===== src/rtl/bus_core_port_if.sv =====
// rtl/bus_core_port_if.sv - core request/response and bus-arbiter signal bundle
// slave is the port-core side; master is the core plus arbiter environment.
interface bus_core_port_if;
  logic        c_req;
  logic [1:0]  c_kind;
  logic [31:0] c_addr;
  logic [31:0] c_wdata;
  logic [2:0]  c_ctrl;
  logic        c_ready;
  logic        c_rsp_valid;
  logic [31:0] c_rsp_data;
  logic        c_err;

  logic        bus_dram_le;
  logic        bus_dram_we_t;
  logic        bus_data_le;
  logic        bus_data_we;
  logic [31:0] bus_dram_addr;
  logic [31:0] bus_mem_paddr;
  logic [31:0] bus_dram_wdata;
  logic [31:0] bus_data_wdata;
  logic [2:0]  bus_dram_ctrl;
  logic        bus_dram_busy;
  logic [3:0]  bus_data_busy;
  logic [31:0] bus_dram_odata;
  logic [31:0] bus_data_data;

  modport slave (
    input  c_req, c_kind, c_addr, c_wdata, c_ctrl,
    output c_ready, c_rsp_valid, c_rsp_data, c_err,
    output bus_dram_le, bus_dram_we_t, bus_data_le, bus_data_we,
    output bus_dram_addr, bus_mem_paddr, bus_dram_wdata, bus_data_wdata, bus_dram_ctrl,
    input  bus_dram_busy, bus_data_busy, bus_dram_odata, bus_data_data
  );

  modport master (
    output c_req, c_kind, c_addr, c_wdata, c_ctrl,
    input  c_ready, c_rsp_valid, c_rsp_data, c_err,
    input  bus_dram_le, bus_dram_we_t, bus_data_le, bus_data_we,
    input  bus_dram_addr, bus_mem_paddr, bus_dram_wdata, bus_data_wdata, bus_dram_ctrl,
    output bus_dram_busy, bus_data_busy, bus_dram_odata, bus_data_data
  );
endinterface


===== src/rtl/bus_core_port.sv =====
// rtl/bus_core_port.sv - single-entry request buffer feeding a one-transaction bus port
// Requests park in the buffer, then run ISSUE/WACK/WDONE from an active copy.
module bus_core_port #(
  parameter int ACK_TO = 16
) (
  input  logic          CLK,
  input  logic          RST_X,
  bus_core_port_if.slave bus
);

  typedef enum logic [1:0] {IDLE, ISSUE, WACK, WDONE} state_t;

  localparam logic [7:0] ACK_LIM = 8'(ACK_TO - 1);

  state_t      state, state_nxt;

  logic        buf_valid;
  logic [1:0]  buf_kind;
  logic [31:0] buf_addr;
  logic [31:0] buf_wdata;
  logic [2:0]  buf_ctrl;

  logic [1:0]  act_kind;
  logic [31:0] act_addr;
  logic [31:0] act_wdata;
  logic [2:0]  act_ctrl;

  logic [7:0]  cnt, cnt_nxt;
  logic [3:0]  strobe, strobe_nxt;
  logic        rsp_valid, rsp_valid_nxt;
  logic        rsp_err, rsp_err_nxt;
  logic [31:0] rsp_data, rsp_data_nxt;
  logic        load;
  logic        sel_busy;

  // Kinds 2/3 target the data arbiter, whose busy is a per-requester vector.
  assign sel_busy = act_kind[1] ? (|bus.bus_data_busy) : bus.bus_dram_busy;

  always_ff @(posedge CLK or negedge RST_X) begin
    if (!RST_X) state <= IDLE;
    else        state <= state_nxt;
  end

  always_comb begin
    state_nxt     = state;
    load          = 1'b0;
    strobe_nxt    = 4'b0000;
    cnt_nxt       = cnt;
    rsp_valid_nxt = 1'b0;
    rsp_err_nxt   = 1'b0;
    rsp_data_nxt  = rsp_data;
    case (state)
      IDLE: begin
        if (buf_valid) begin
          load       = 1'b1;
          strobe_nxt = 4'b0001 << buf_kind;
          state_nxt  = ISSUE;
        end
      end
      ISSUE: begin
        cnt_nxt   = 8'd0;
        state_nxt = WACK;
      end
      WACK: begin
        if (sel_busy) begin
          state_nxt = WDONE;
        end else begin
          cnt_nxt = cnt + 8'd1;
          if (cnt == ACK_LIM) begin
            rsp_valid_nxt = 1'b1;
            rsp_err_nxt   = 1'b1;
            rsp_data_nxt  = 32'd0;
            state_nxt     = IDLE;
          end
        end
      end
      WDONE: begin
        if (!sel_busy) begin
          rsp_valid_nxt = 1'b1;
          case (act_kind)
            2'd0:    rsp_data_nxt = bus.bus_dram_odata;
            2'd2:    rsp_data_nxt = bus.bus_data_data;
            default: rsp_data_nxt = 32'd0;
          endcase
          state_nxt = IDLE;
        end
      end
      default: state_nxt = IDLE;
    endcase
  end

  always_ff @(posedge CLK or negedge RST_X) begin
    if (!RST_X) begin
      buf_valid <= 1'b0;
      buf_kind  <= 2'd0;
      buf_addr  <= 32'd0;
      buf_wdata <= 32'd0;
      buf_ctrl  <= 3'd0;
      act_kind  <= 2'd0;
      act_addr  <= 32'd0;
      act_wdata <= 32'd0;
      act_ctrl  <= 3'd0;
      cnt       <= 8'd0;
      strobe    <= 4'b0000;
      rsp_valid <= 1'b0;
      rsp_err   <= 1'b0;
      rsp_data  <= 32'd0;
    end else begin
      // Load and accept are exclusive: load needs a full buffer, accept an empty one.
      if (load) begin
        buf_valid <= 1'b0;
        act_kind  <= buf_kind;
        act_addr  <= buf_addr;
        act_wdata <= buf_wdata;
        act_ctrl  <= buf_ctrl;
      end else if (bus.c_req && !buf_valid) begin
        buf_valid <= 1'b1;
        buf_kind  <= bus.c_kind;
        buf_addr  <= bus.c_addr;
        buf_wdata <= bus.c_wdata;
        buf_ctrl  <= bus.c_ctrl;
      end
      cnt       <= cnt_nxt;
      strobe    <= strobe_nxt;
      rsp_valid <= rsp_valid_nxt;
      rsp_err   <= rsp_err_nxt;
      rsp_data  <= rsp_data_nxt;
    end
  end

  assign bus.c_ready        = !buf_valid;
  assign bus.c_rsp_valid    = rsp_valid;
  assign bus.c_err          = rsp_err;
  assign bus.c_rsp_data     = rsp_data;

  assign bus.bus_dram_le    = strobe[0];
  assign bus.bus_dram_we_t  = strobe[1];
  assign bus.bus_data_le    = strobe[2];
  assign bus.bus_data_we    = strobe[3];

  assign bus.bus_dram_addr  = act_addr;
  assign bus.bus_mem_paddr  = act_addr;
  assign bus.bus_dram_wdata = act_wdata;
  assign bus.bus_data_wdata = act_wdata;
  assign bus.bus_dram_ctrl  = act_ctrl;

  a_rsp_single: assert property (@(posedge CLK) disable iff (!RST_X)
    rsp_valid |=> !rsp_valid);
  a_strobe_single: assert property (@(posedge CLK) disable iff (!RST_X)
    (|strobe) |=> !(|strobe));
  a_strobe_onehot: assert property (@(posedge CLK) disable iff (!RST_X)
    $onehot0(strobe));

endmodule

===== src/flat_wrapper.sv =====
// flat-port wrapper written by rule: the top's interface ports become plain ports
module bus_core_port_flat 
#(
  parameter int ACK_TO = 16
)
  (CLK, RST_X, bus_c_req, bus_c_kind, bus_c_addr, bus_c_wdata, bus_c_ctrl, bus_c_ready, bus_c_rsp_valid, bus_c_rsp_data, bus_c_err, bus_bus_dram_le, bus_bus_dram_we_t, bus_bus_data_le, bus_bus_data_we, bus_bus_dram_addr, bus_bus_mem_paddr, bus_bus_dram_wdata, bus_bus_data_wdata, bus_bus_dram_ctrl, bus_bus_dram_busy, bus_bus_data_busy, bus_bus_dram_odata, bus_bus_data_data);
  bus_core_port_if bus_i ();
  input  logic CLK;
  input  logic RST_X;
  input wire logic [$bits(bus_i.c_req)-1:0] bus_c_req;
  input wire logic [$bits(bus_i.c_kind)-1:0] bus_c_kind;
  input wire logic [$bits(bus_i.c_addr)-1:0] bus_c_addr;
  input wire logic [$bits(bus_i.c_wdata)-1:0] bus_c_wdata;
  input wire logic [$bits(bus_i.c_ctrl)-1:0] bus_c_ctrl;
  output wire logic [$bits(bus_i.c_ready)-1:0] bus_c_ready;
  output wire logic [$bits(bus_i.c_rsp_valid)-1:0] bus_c_rsp_valid;
  output wire logic [$bits(bus_i.c_rsp_data)-1:0] bus_c_rsp_data;
  output wire logic [$bits(bus_i.c_err)-1:0] bus_c_err;
  output wire logic [$bits(bus_i.bus_dram_le)-1:0] bus_bus_dram_le;
  output wire logic [$bits(bus_i.bus_dram_we_t)-1:0] bus_bus_dram_we_t;
  output wire logic [$bits(bus_i.bus_data_le)-1:0] bus_bus_data_le;
  output wire logic [$bits(bus_i.bus_data_we)-1:0] bus_bus_data_we;
  output wire logic [$bits(bus_i.bus_dram_addr)-1:0] bus_bus_dram_addr;
  output wire logic [$bits(bus_i.bus_mem_paddr)-1:0] bus_bus_mem_paddr;
  output wire logic [$bits(bus_i.bus_dram_wdata)-1:0] bus_bus_dram_wdata;
  output wire logic [$bits(bus_i.bus_data_wdata)-1:0] bus_bus_data_wdata;
  output wire logic [$bits(bus_i.bus_dram_ctrl)-1:0] bus_bus_dram_ctrl;
  input wire logic [$bits(bus_i.bus_dram_busy)-1:0] bus_bus_dram_busy;
  input wire logic [$bits(bus_i.bus_data_busy)-1:0] bus_bus_data_busy;
  input wire logic [$bits(bus_i.bus_dram_odata)-1:0] bus_bus_dram_odata;
  input wire logic [$bits(bus_i.bus_data_data)-1:0] bus_bus_data_data;
  assign bus_i.c_req = bus_c_req;
  assign bus_i.c_kind = bus_c_kind;
  assign bus_i.c_addr = bus_c_addr;
  assign bus_i.c_wdata = bus_c_wdata;
  assign bus_i.c_ctrl = bus_c_ctrl;
  assign bus_c_ready = bus_i.c_ready;
  assign bus_c_rsp_valid = bus_i.c_rsp_valid;
  assign bus_c_rsp_data = bus_i.c_rsp_data;
  assign bus_c_err = bus_i.c_err;
  assign bus_bus_dram_le = bus_i.bus_dram_le;
  assign bus_bus_dram_we_t = bus_i.bus_dram_we_t;
  assign bus_bus_data_le = bus_i.bus_data_le;
  assign bus_bus_data_we = bus_i.bus_data_we;
  assign bus_bus_dram_addr = bus_i.bus_dram_addr;
  assign bus_bus_mem_paddr = bus_i.bus_mem_paddr;
  assign bus_bus_dram_wdata = bus_i.bus_dram_wdata;
  assign bus_bus_data_wdata = bus_i.bus_data_wdata;
  assign bus_bus_dram_ctrl = bus_i.bus_dram_ctrl;
  assign bus_i.bus_dram_busy = bus_bus_dram_busy;
  assign bus_i.bus_data_busy = bus_bus_data_busy;
  assign bus_i.bus_dram_odata = bus_bus_dram_odata;
  assign bus_i.bus_data_data = bus_bus_data_data;
  bus_core_port #(.ACK_TO(ACK_TO)) u_core (.CLK(CLK), .RST_X(RST_X), .bus(bus_i));
endmodule

===== config.mk =====
export PLATFORM = sky130hd
export DESIGN_NAME = bus_core_port_flat
export DESIGN_NICKNAME = d
export VERILOG_FILES = /design/src/rtl/bus_core_port_if.sv /design/src/rtl/bus_core_port.sv /design/src/flat_wrapper.sv
export SDC_FILE = /design/constraint.sdc
export NUM_CORES = 1
export LEC_CHECK = 0
export ABC_AREA = 1
export BUFFER_PORTS_ARGS = -buffer_cell sky130_fd_sc_hd__buf_2
export CAP_MARGIN = 20
export CORE_MARGIN = 8
export CORE_UTILIZATION = 30
export DETAILED_ROUTE_END_ITERATION = 8
export GPL_ROUTABILITY_DRIVEN = 1
export PLACE_DENSITY = 0.65
export SLEW_MARGIN = 40
export SYNTH_ARGS = -nofsm -noshare
export SYNTH_HDL_FRONTEND = slang
export SYNTH_SLANG_ARGS = --single-unit

===== constraint.sdc =====
create_clock -name CLK -period 2.23 [get_ports CLK]
set_clock_uncertainty 0.2 [all_clocks]
set_input_delay 0.223 -clock CLK [delete_from_list [all_inputs] [get_ports CLK]]
set_output_delay 0.223 -clock CLK [all_outputs]
set_load 0.01 [all_outputs]

==> impl_metrics.json, run 1 <==
{
  "cpLargestDelayFamily": "buffers and inverters",
  "synth_top_family_by_area": "simple AND/OR/NAND/NOR gates",
  "synth_nets": 1022,
  "syn2layout_area_growth_pct": 43.4,
  "synthCells": 880,
  "maxCapViolations": 0,
  "grt_pass1_wl_um": 39100,
  "crit_path_end": "u_core.bus.c_rsp_data[16]",
  "grt_use_met3_pct": 4.05,
  "overflow": 0,
  "power.total_mw": 14.9,
  "power.leakage_nw": 6.20,
  "finalCriticalPeriod_ns": 2.11,
  "clk_pin_slew_ns": 0.07,
  "synth.area.top_cells": "dfrtp_1 58%, nand2_1 15%, buf_4 6.0%",
  "final-hold-violation-count": 0,
  "synth_xor_area_share_pct": 0.437,
  "vias": 6988,
  "cts_root_buf": "clkbuf_16",
  "drc_errors": 0,
  "r2r-start": "u_core.act_kind[1]",
  "rows": 60,
  "synthTopCellsByCount": "312 x nand2_1, 187 x dfrtp_1, 71 x a21oi_1, 64 x buf_4, 58 x nor2_1",
  "setup_viol": 0,
  "crit_start": "u_core.act_kind[1]",
  "syn-cell-area_um2": 8020,
  "hp-class": "in2reg",
  "r2r_slack_ns": 0.12,
  "final_cells": 1610,
  "r2r_cells": 7,
  "dp.cells": 1444,
  "cts_made_buffers": 17,
  "yosysSeqAreaShare_pct": 58.3,
  "drtPass1Iterations": 4,
  "syn_avg_cell_area_um2": 9.12,
  "netlist.area_leader.share_pct": 58.3,
  "synth.most_common_cell": "nand2_1",
  "synth_adder_area_share_pct": 0.156,
  "cpPeakStageDelay_ns": 0.59,
  "synth_cell_types": 22,
  "hpwl_um": 15600,
  "yosysTopAreaCell": "dfrtp_1",
  "synthArstFlopShare_pct": 100,
  "relSlewSlack_pct": 56.5,
  "powerDensity_nw_per_um2": 1300,
  "cp.depth": 7,
  "cts_tree": "done",
  "grt_pass1_vias": 7491,
  "synth-simple-area-share_pct": 18.7,
  "ys_ff_latch": 187,
  "yosysWarningCount": 0,
  "tightest_slew_ns": 0.652,
  "grtUsageMet1_pct": 16.8,
  "ir_worst_vdd_mv": 0.522,
  "drt_iter0_markers": 342,
  "die-width_um": 180,
  "cp-start-kind": "flop",
  "coreArea_um2": 26600,
  "slew_viol_final": 0,
  "die-area_um2": 32200,
  "rsz0062_at_grt": "no",
  "finish.utilization_pct": 43.3,
  "ant_nets": 0,
  "antenna_found_initial": 2,
  "synth_ff_type": "dfrtp_1",
  "whs_ns": 0.155,
  "worst-path-buf-inv": 2,
  "synthMuxAreaShare_pct": 4.35,
  "post_drt_wl_per_cell_um": 14.9,
  "diodes": 0,
  "synth_compound_area_share_pct": 7.33,
  "crit_chain": "nor2_2, buf_8, nand2_1, a21oi_1, dlygate4sd3_1, nand2_1, nand2_1",
  "worst-path-max-fanout": 32,
  "start_util_pct": 30.2,
  "via_per_inst": 4.34,
  "insertion_delay_ns": 0.42,
  "cts_sinks": 187,
  "reg2reg_to": "u_core.bus.c_rsp_data[16]",
  "io_buffer_count": 310,
  "grtUsageTotal_pct": 14.8,
  "wirelength_um": 24000,
  "post-route-period-util_pct": 94.4,
  "cpMostUsedCell": "nand2_1",
  "die_height_um": 180,
  "path_class": "reg2reg",
  "status": "completed",
  "required_ns": 2.39,
  "tns_ns": 0,
  "nNetsFinal": 1398,
  "grt-busiest-layer": "met2",
  "cts-htree-levels": 4,
  "max_freq_ghz": 0.475,
  "synth_edf_count": 0,
  "endpoint_kind": "flop",
  "clockBufferDepth": 2,
  "met2_usage_pct": 26.1,
  "crit_slowest_cell": "dlygate4sd3_1",
  "arrival_ns": 2.27,
  "gp_congestion": 0.767,
  "io_pins": 311,
  "drive_above_1_share_pct": 31.3,
  "grt_max_degree": 91
}
[power breakdown]
group          total [mW]  switching (mW)  internal (mW)
clock                3.18            1.39           1.79
sequential           5.83           0.938           4.89
combinational        5.90            3.35           2.55
total                14.9            5.67           9.24
[metal layers]
metal | vias up | share of wire (%)
li1 | 3453 | -
met1 | 3258 | 42
met5 | - | 0.054
met4 | 2 | 2.7
met3 | 35 | 5.6
met2 | 240 | 50
[worst register-to-register path, cell delays in order, from the launching register on]
cell           delay (ns)
dfrtp_2              0.46
nor2_2               0.15
buf_8                0.24
nand2_1              0.12
a21oi_1              0.20
dlygate4sd3_1        0.59
nand2_1              0.05
nand2_1              0.06
[cell type report]
class	count	area (um^2)
fill	2562	15100
sequential	187	4680
timing repair buffer	462	3110
multi-input combinational	543	2500
clock buffer	18	429
tap	341	427
clock inverter	14	183
inverter	45	169
[worst min path at each step]
| stage | from | end | slack [ns] | cells after the start |
|---|---|---|---|---|
| 2_1_floorplan | RST_X | u_core.act_kind[0] | -0.27 | 0 |
| 3_3_place_gp | RST_X | u_core.bus.bus_data_wdata[23] | 0.07 | 1 |
| 3_5_place_dp | RST_X | u_core.bus.bus_data_wdata[17] | 0.07 | 1 |
| 4_1_cts | bus_bus_dram_busy | u_core.cnt[1] | 0.13 | 5 |
| 5_1_grt | RST_X | u_core.bus.bus_data_wdata[17] | 0.23 | 2 |
| 6_report | bus_bus_dram_busy | u_core.cnt[1] | 0.16 | 5 |
[sequential cells by signal (all words and copies together), names as in the netlist, 3 cells and up]
signal and flops:
u_core.buf_wdata 32, u_core.cnt 8, u_core.bus.c_rsp_data 32, u_core.buf_ctrl 3, u_core.bus.bus_data_wdata 32, u_core.buf_addr 32
u_core.bus.bus_dram_addr 32, u_core.strobe 4, u_core.bus.bus_dram_ctrl 3
[cells in the final DEF, fill, tap and decap left out, types with 2 or more instances in the layout]
cell           instances
a21oi_1               71
nand2_4                2
nor2_1                56
buf_4                 12
o21ai_0               45
dfrtp_1              186
bufinv_16              3
dlygate4sd3_1        134
xor2_1                 2
nand2_1              311
clkinv_2               2
mux2_2                31
clkbuf_16             17
nor3_1                 2
nor2_2                 2
buf_12                 5
nand3_1               14
xnor2_1                2
inv_1                 45
buf_2                309
inv_6                  5
clkinvlp_4             3
[timing repair]
item	4_1_cts	5_1_grt
buffers inserted	0	0
endpoints found under the hold margin	160	0
endpoints found under the setup margin	0	26
hold buffers	134	0
gates resized for setup	0	6
[metrics by stage]
step / setup WS, ns / cell area [um^2]
2_1_floorplan: 0.655 / 8020
3_3_place_gp: 0.359 / 9530
3_5_place_dp: 0.324 / 9530
4_1_cts: 0.0427 / 11500
5_1_grt: 0.00691 / 11500
6_report: 0.125 / 11500
[logic make-up after synthesis]
family,after synthesis
simple gates,390
flops,187
buf+inv,150
compound gates,117
mux,31
xor+xnor,4
fa+ha+maj,1
Power figures use the tool's default switching activity.
==> inputs of run 2 (changes only) <==
--- a/config.mk
+++ b/config.mk
@@ -12,7 +12,6 @@
 export CORE_UTILIZATION = 30
 export DETAILED_ROUTE_END_ITERATION = 8
 export GPL_ROUTABILITY_DRIVEN = 1
-export PLACE_DENSITY = 0.65
 export SLEW_MARGIN = 40
 export SYNTH_ARGS = -nofsm -noshare
 export SYNTH_HDL_FRONTEND = slang
==> impl_metrics.json, run 2 (same netlist as run 1, synthesis figures left out) <==
{
  "status": "completed",
  "grt_pass1_vias": 7212,
  "pre_cts_ws_ns": 0.428,
  "ir_worst_vdd_mv": 0.552,
  "wirelength_um": 22800,
  "path_class": "reg2reg",
  "mostFrequentLayoutCell": "nand2_1",
  "clk_pin_slew_ns": 0.07,
  "post_cts_buffers": 0,
  "drtPass1Iterations": 4,
  "antenna_found_initial": 2,
  "drc_errors": 0,
  "insertion_delay_ns": 0.42,
  "arrival_ns": 2.21,
  "clockBufferDepth": 2,
  "p_comb_share_pct": 39.6,
  "final-hold-violation-count": 0,
  "maxCapViolations": 0,
  "slew_viol_final": 0,
  "grt_max_degree": 69,
  "worst_slack_ns": 0.180,
  "tns_ns": 0,
  "finish.utilization_pct": 43.1,
  "grtUsageTotal_pct": 14.0,
  "whs_ns": 0.0152,
  "reg2reg_to": "u_core.bus.c_rsp_data[31]",
  "place_area_um2": 9520,
  "hold_end": "u_core.bus.c_rsp_data[2]",
  "via_per_inst": 4.33,
  "syn2layout_area_growth_pct": 42.9,
  "switching_power_mw": 5.62,
  "final_cells": 1610,
  "cp-start-kind": "flop",
  "dp.cells": 1443,
  "nNetsFinal": 1396,
  "drive_above_1_share_pct": 31.3,
  "rsz0062_at_grt": "no",
  "grt_pass1_wl_um": 37300,
  "io_buffer_count": 310,
  "min_path_cells": 5,
  "drt_iter0_markers": 369,
  "relSlewSlack_pct": 59.5,
  "io_pins": 311,
  "post-route-period-util_pct": 91.9,
  "power.total_mw": 14.7,
  "worst-path-max-fanout": 32,
  "clkPwrFrac_pct": 20.9,
  "die-area_um2": 32200,
  "swShare_pct": 38.2,
  "cts-htree-levels": 4,
  "hp-class": "in2reg",
  "ant_nets": 0,
  "coreArea_um2": 26600,
  "vias": 6968,
  "die-width_um": 180,
  "overflow": 0,
  "cts_tree": "done",
  "hp-start": "bus_bus_data_data[2]",
  "endpoint_kind": "flop",
  "seqPwrFrac_pct": 39.5,
  "tightest_slew_ns": 0.608,
  "cts_sinks": 187,
  "powerDensity_nw_per_um2": 1280,
  "gp_congestion": 0.788,
  "required_ns": 2.39,
  "hpwl_um": 15600,
  "rows": 60,
  "r2r-start": "u_core.act_kind[0]",
  "setup_viol": 0,
  "r2r_cells": 7,
  "final_area_um2": 11500,
  "start_util_pct": 30.2,
  "max_freq_ghz": 0.488,
  "final_cell_mix": "311 x nand2_1, 309 x buf_2, 187 x dfrtp_1",
  "cts_root_buf": "clkbuf_16",
  "r2r_slack_ns": 0.18,
  "p_int_mw": 9.10,
  "cts_made_buffers": 17,
  "finalCriticalPeriod_ns": 2.05,
  "post_drt_wl_per_cell_um": 14.2,
  "die_height_um": 180,
  "power.leakage_nw": 6.20
}
==> run 2: cell types whose count changed in the layout (fill, tap and decap cells not counted), moves of 2 or more <==
cell	previous run	this run
buf_6	0	2
bufinv_16	3	1
inv_6	5	3
diode_2	0	2
clkbuf_8	1	3
inv_8	0	4
clkinvlp_4	3	1
clkinv_4	0	2
==> run 2: repair_timing <==
| action | CTS | global route |
|---|---|---|
| resized for setup | 0 | 2 |
| hold endpoints to repair | 288 | 0 |
| endpoints found under the setup margin | 0 | 6 |
| hold buffers | 133 | 0 |
==> run 2: power groups by stage <==
stage | clock, mW | combinational (mW) | sequential [mW]
2_1_floorplan | 0 | 3.49 | 6.07
3_3_place_gp | 0 | 5.33 | 5.84
3_5_place_dp | 0 | 5.39 | 5.88
4_1_cts | 3.17 | 5.88 | 5.83
5_1_grt | 3.31 | 6.51 | 6.02
6_report | 3.08 | 5.83 | 5.82
==> run 2: layout make-up <==
class                           instances  area, um^2
Antenna cell                            2        5.00
Clock buffer                           19         453
Clock inverter                         13         148
Fill cell                            2545       15100
Inverter                               45         169
Multi-Input combinational cell        543        2500
Sequential cell                       187        4680
Tap cell                              341         427
Timing Repair Buffer                  460        3080
==> run 2: critical path, stage by stage, from the launching register on <==
cell,delay [ns]
dfrtp_1,0.43
nor2_2,0.14
buf_6,0.24
nand2_1,0.14
a21oi_1,0.14
dlygate4sd3_1,0.56
nand2_1,0.05
nand2_1,0.07
==> run 2: worst max-delay path by stage <==
stage                  startpoint  depth (start not counted)                         to
2_1_floorplan       u_core.cnt[0]                          7  u_core.bus.c_rsp_data[10]
3_3_place_gp        u_core.cnt[0]                          8   u_core.bus.c_rsp_data[7]
3_5_place_dp        u_core.cnt[0]                          8  u_core.bus.c_rsp_data[12]
4_1_cts        u_core.act_kind[0]                          7  u_core.bus.c_rsp_data[31]
5_1_grt        u_core.act_kind[1]                          8  u_core.bus.c_rsp_data[22]
6_report       u_core.act_kind[0]                          7  u_core.bus.c_rsp_data[31]
==> run 2: routing by layer <==
| layer | vias up | track usage [%] | routed length [um] | share of wire, % |
|---|---|---|---|---|
| met5 | - | 0 | 0 | 0 |
| met4 | 0 | 4.30 | 337 | 1.5 |
| met3 | 21 | 3.33 | 1230 | 5.4 |
| met2 | 212 | 24.8 | 11700 | 51 |
| met1 | 3288 | 16.5 | 9550 | 42 |
| li1 | 3447 | - | - | - |
==> inputs of run 3 (changes only) <==
--- a/config.mk
+++ b/config.mk
@@ -5,7 +5,6 @@
 export SDC_FILE = /design/constraint.sdc
 export NUM_CORES = 1
 export LEC_CHECK = 0
-export ABC_AREA = 1
 export BUFFER_PORTS_ARGS = -buffer_cell sky130_fd_sc_hd__buf_2
 export CAP_MARGIN = 20
 export CORE_MARGIN = 8
==> impl_metrics.json, run 3 <==
{
  "netlist.area_leader.share_pct": 57.7,
  "synth_nets": 867,
  "final_cell_mix": "309 x buf_2, 212 x nand2_1, 186 x dfrtp_1",
  "drive_above_1_share_pct": 43.2,
  "cts-htree-levels": 4,
  "r2r_slack_ns": -0.12,
  "yosysSeqAreaShare_pct": 57.7,
  "io_pins": 311,
  "whs_ns": 0.0110,
  "maxCapViolations": 0,
  "clk_pin_slew_ns": 0.08,
  "gp_congestion": 0.813,
  "rsz0062_at_grt": "yes",
  "post-route-period-util_pct": 105,
  "max_freq_ghz": 0.425,
  "required_ns": 2.33,
  "grt_pass1_wl_um": 37700,
  "synthTopCellsByCount": "213 x nand2_1, 187 x dfrtp_1, 101 x mux2_2, 64 x buf_4, 37 x nor2_1",
  "die-width_um": 180,
  "grt_max_degree": 60,
  "syn_avg_cell_area_um2": 11.2,
  "cts_tree": "done",
  "synth.area.top_cells": "dfrtp_1 58%, mux2_2 14%, nand2_1 9.9%",
  "synth_cell_types": 37,
  "yosysTopAreaCell": "dfrtp_1",
  "die-area_um2": 32600,
  "arrival_ns": 2.45,
  "crit_start": "u_core.cnt[1]",
  "clockBufferDepth": 2,
  "syn2layout_area_growth_pct": 45.4,
  "drt_iter0_markers": 208,
  "pre_cts_ws_ns": -0.166,
  "post_drt_wl_per_cell_um": 16.0,
  "reg2reg_to": "u_core.bus.c_rsp_data[10]",
  "nNetsFinal": 1254,
  "grtUsageTotal_pct": 14.2,
  "fill_cells": 2567,
  "mostFrequentLayoutCell": "buf_2",
  "insertion_delay_ns": 0.43,
  "io_buffer_count": 310,
  "violations": "setup timing",
  "cts_root_buf": "clkbuf_16",
  "status": "complete, but fails checks",
  "synth_edf_count": 0,
  "path_class": "reg2reg",
  "synth_ff_type": "dfrtp_1",
  "power.leakage_nw": 6.12,
  "cts_made_buffers": 17,
  "slew_viol_final": 0,
  "die_height_um": 180,
  "diodes": 0,
  "synthCells": 725,
  "ys_ff_latch": 187,
  "ant_nets": 0,
  "grt_pass1_vias": 7151,
  "relSlewSlack_pct": 69.0,
  "vias": 6559,
  "finalCriticalPeriod_ns": 2.35,
  "final-hold-violation-count": 0,
  "rows": 60,
  "start_util_pct": 30.4,
  "powerDensity_nw_per_um2": 1300,
  "synth.most_common_cell": "nand2_1",
  "cts_sinks": 187,
  "cp-start-kind": "flop",
  "crit_path_end": "u_core.bus.c_rsp_data[10]",
  "r2r-start": "u_core.cnt[1]",
  "wirelength_um": 23500,
  "ir_worst_vdd_mv": 0.538,
  "worst_slack_ns": -0.122,
  "hp-class": "in2reg",
  "worst-path-max-fanout": 16,
  "antenna_found_initial": 0,
  "synthArstFlopShare_pct": 100,
  "syn-cell-area_um2": 8110,
  "overflow": 0,
  "endpoint_kind": "flop",
  "coreArea_um2": 26700,
  "r2r_cells": 7,
  "drc_errors": 0,
  "drtPass1Iterations": 4,
  "via_per_inst": 4.47,
  "tightest_slew_ns": 0.465,
  "yosysWarningCount": 0,
  "hpwl_um": 15800,
  "setup_viol": 32
}
run 3: critical path, cell delays in order (launching register included):
cell and delay, ns:
dfrtp_1 0.36, ha_2 0.19, nand4b_1 0.13, or4_4 0.46, a211oi_4 0.24, buf_4 0.18, buf_16 0.15, mux2_2 0.34
run 3: layout make-up:
| class | instances | area (um^2) | area share (%) |
|---|---|---|---|
| Tap cell | 341 | 427 | 3.62 |
| Clock inverter | 15 | 163 | 1.38 |
| Inverter | 5 | 18.8 | 0.159 |
| Timing Repair Buffer | 468 | 3240 | 27.5 |
| Sequential cell | 187 | 4680 | 39.7 |
| Clock buffer | 17 | 425 | 3.61 |
| Multi-Input combinational cell | 433 | 2840 | 24.1 |
run 3: through the flow:
stage / TNS (ns) / std cells / utilization (%) / power (mW) / area (um^2)
finish: -2.87 / 1466 / 44.1 / 15.3 / 11800
global route: -6.82 / 1466 / 44.1 / 16.4 / 11800
CTS: -3.87 / 1463 / 43.7 / 15.4 / 11700
detailed placement: -4.90 / 1304 / 36.7 / 11.9 / 9820
global placement: -4.04 / 1304 / 36.7 / 11.7 / 9820
floorplan: -3.83 / 725 / - / 9.84 / 8120
run 3: per-layer routing:
layer	global-route usage, %	part of all wire (%)	vias up	wire length (um)
met5	0	0	-	0
met1	16.4	43	3224	9990
li1	-	-	3099	-
met2	24.9	50	212	11800
met4	4.17	1.6	0	370
met3	4.25	5.8	24	1360
run 3: how the worst min path moves through the flow:
stage	start	end	slack (ns)	cells past startpoint
2_1_floorplan	RST_X	u_core.act_kind[0]	-0.27	0
3_3_place_gp	RST_X	u_core.buf_wdata[19]	0.03	1
3_5_place_dp	RST_X	u_core.buf_wdata[19]	0.03	1
4_1_cts	bus_bus_dram_odata[8]	u_core.bus.c_rsp_data[8]	0.008	4
5_1_grt	bus_bus_data_data[27]	u_core.bus.c_rsp_data[27]	0.02	4
6_report	bus_bus_dram_odata[8]	u_core.bus.c_rsp_data[8]	0.01	4
run 3: report_power, final:
part / switching, mW / internal [mW] / total (mW)
logic: 3.16 / 3.12 / 6.28
clock network: 1.44 / 1.59 / 3.02
registers: 1.01 / 4.97 / 5.99
run 3: cell families (layout without fill, tap and decap cells):
family / Yosys count / count (layout) / synth area share, %
AND/OR/NAND/NOR: 280 / 280 / 13.9
flip-flops: 187 / 187 / 57.7
multiplexers: 135 / 135 / 18.3
buffers and inverters: 105 / 505 / 8.11
AO/OA/AOI/OAI: 17 / 17 / 1.88
adder cells (fa/ha/maj): 1 / 1 / 0.154
run 3: repair_timing:
item / CTS / global route
hold buffers: 124 / 0
hold endpoints to repair: 281 / 0
buffers inserted: 2 / 1
gates resized for setup: 1 / 14
setup endpoints to repair: 32 / 32
cloned: 1 / 2
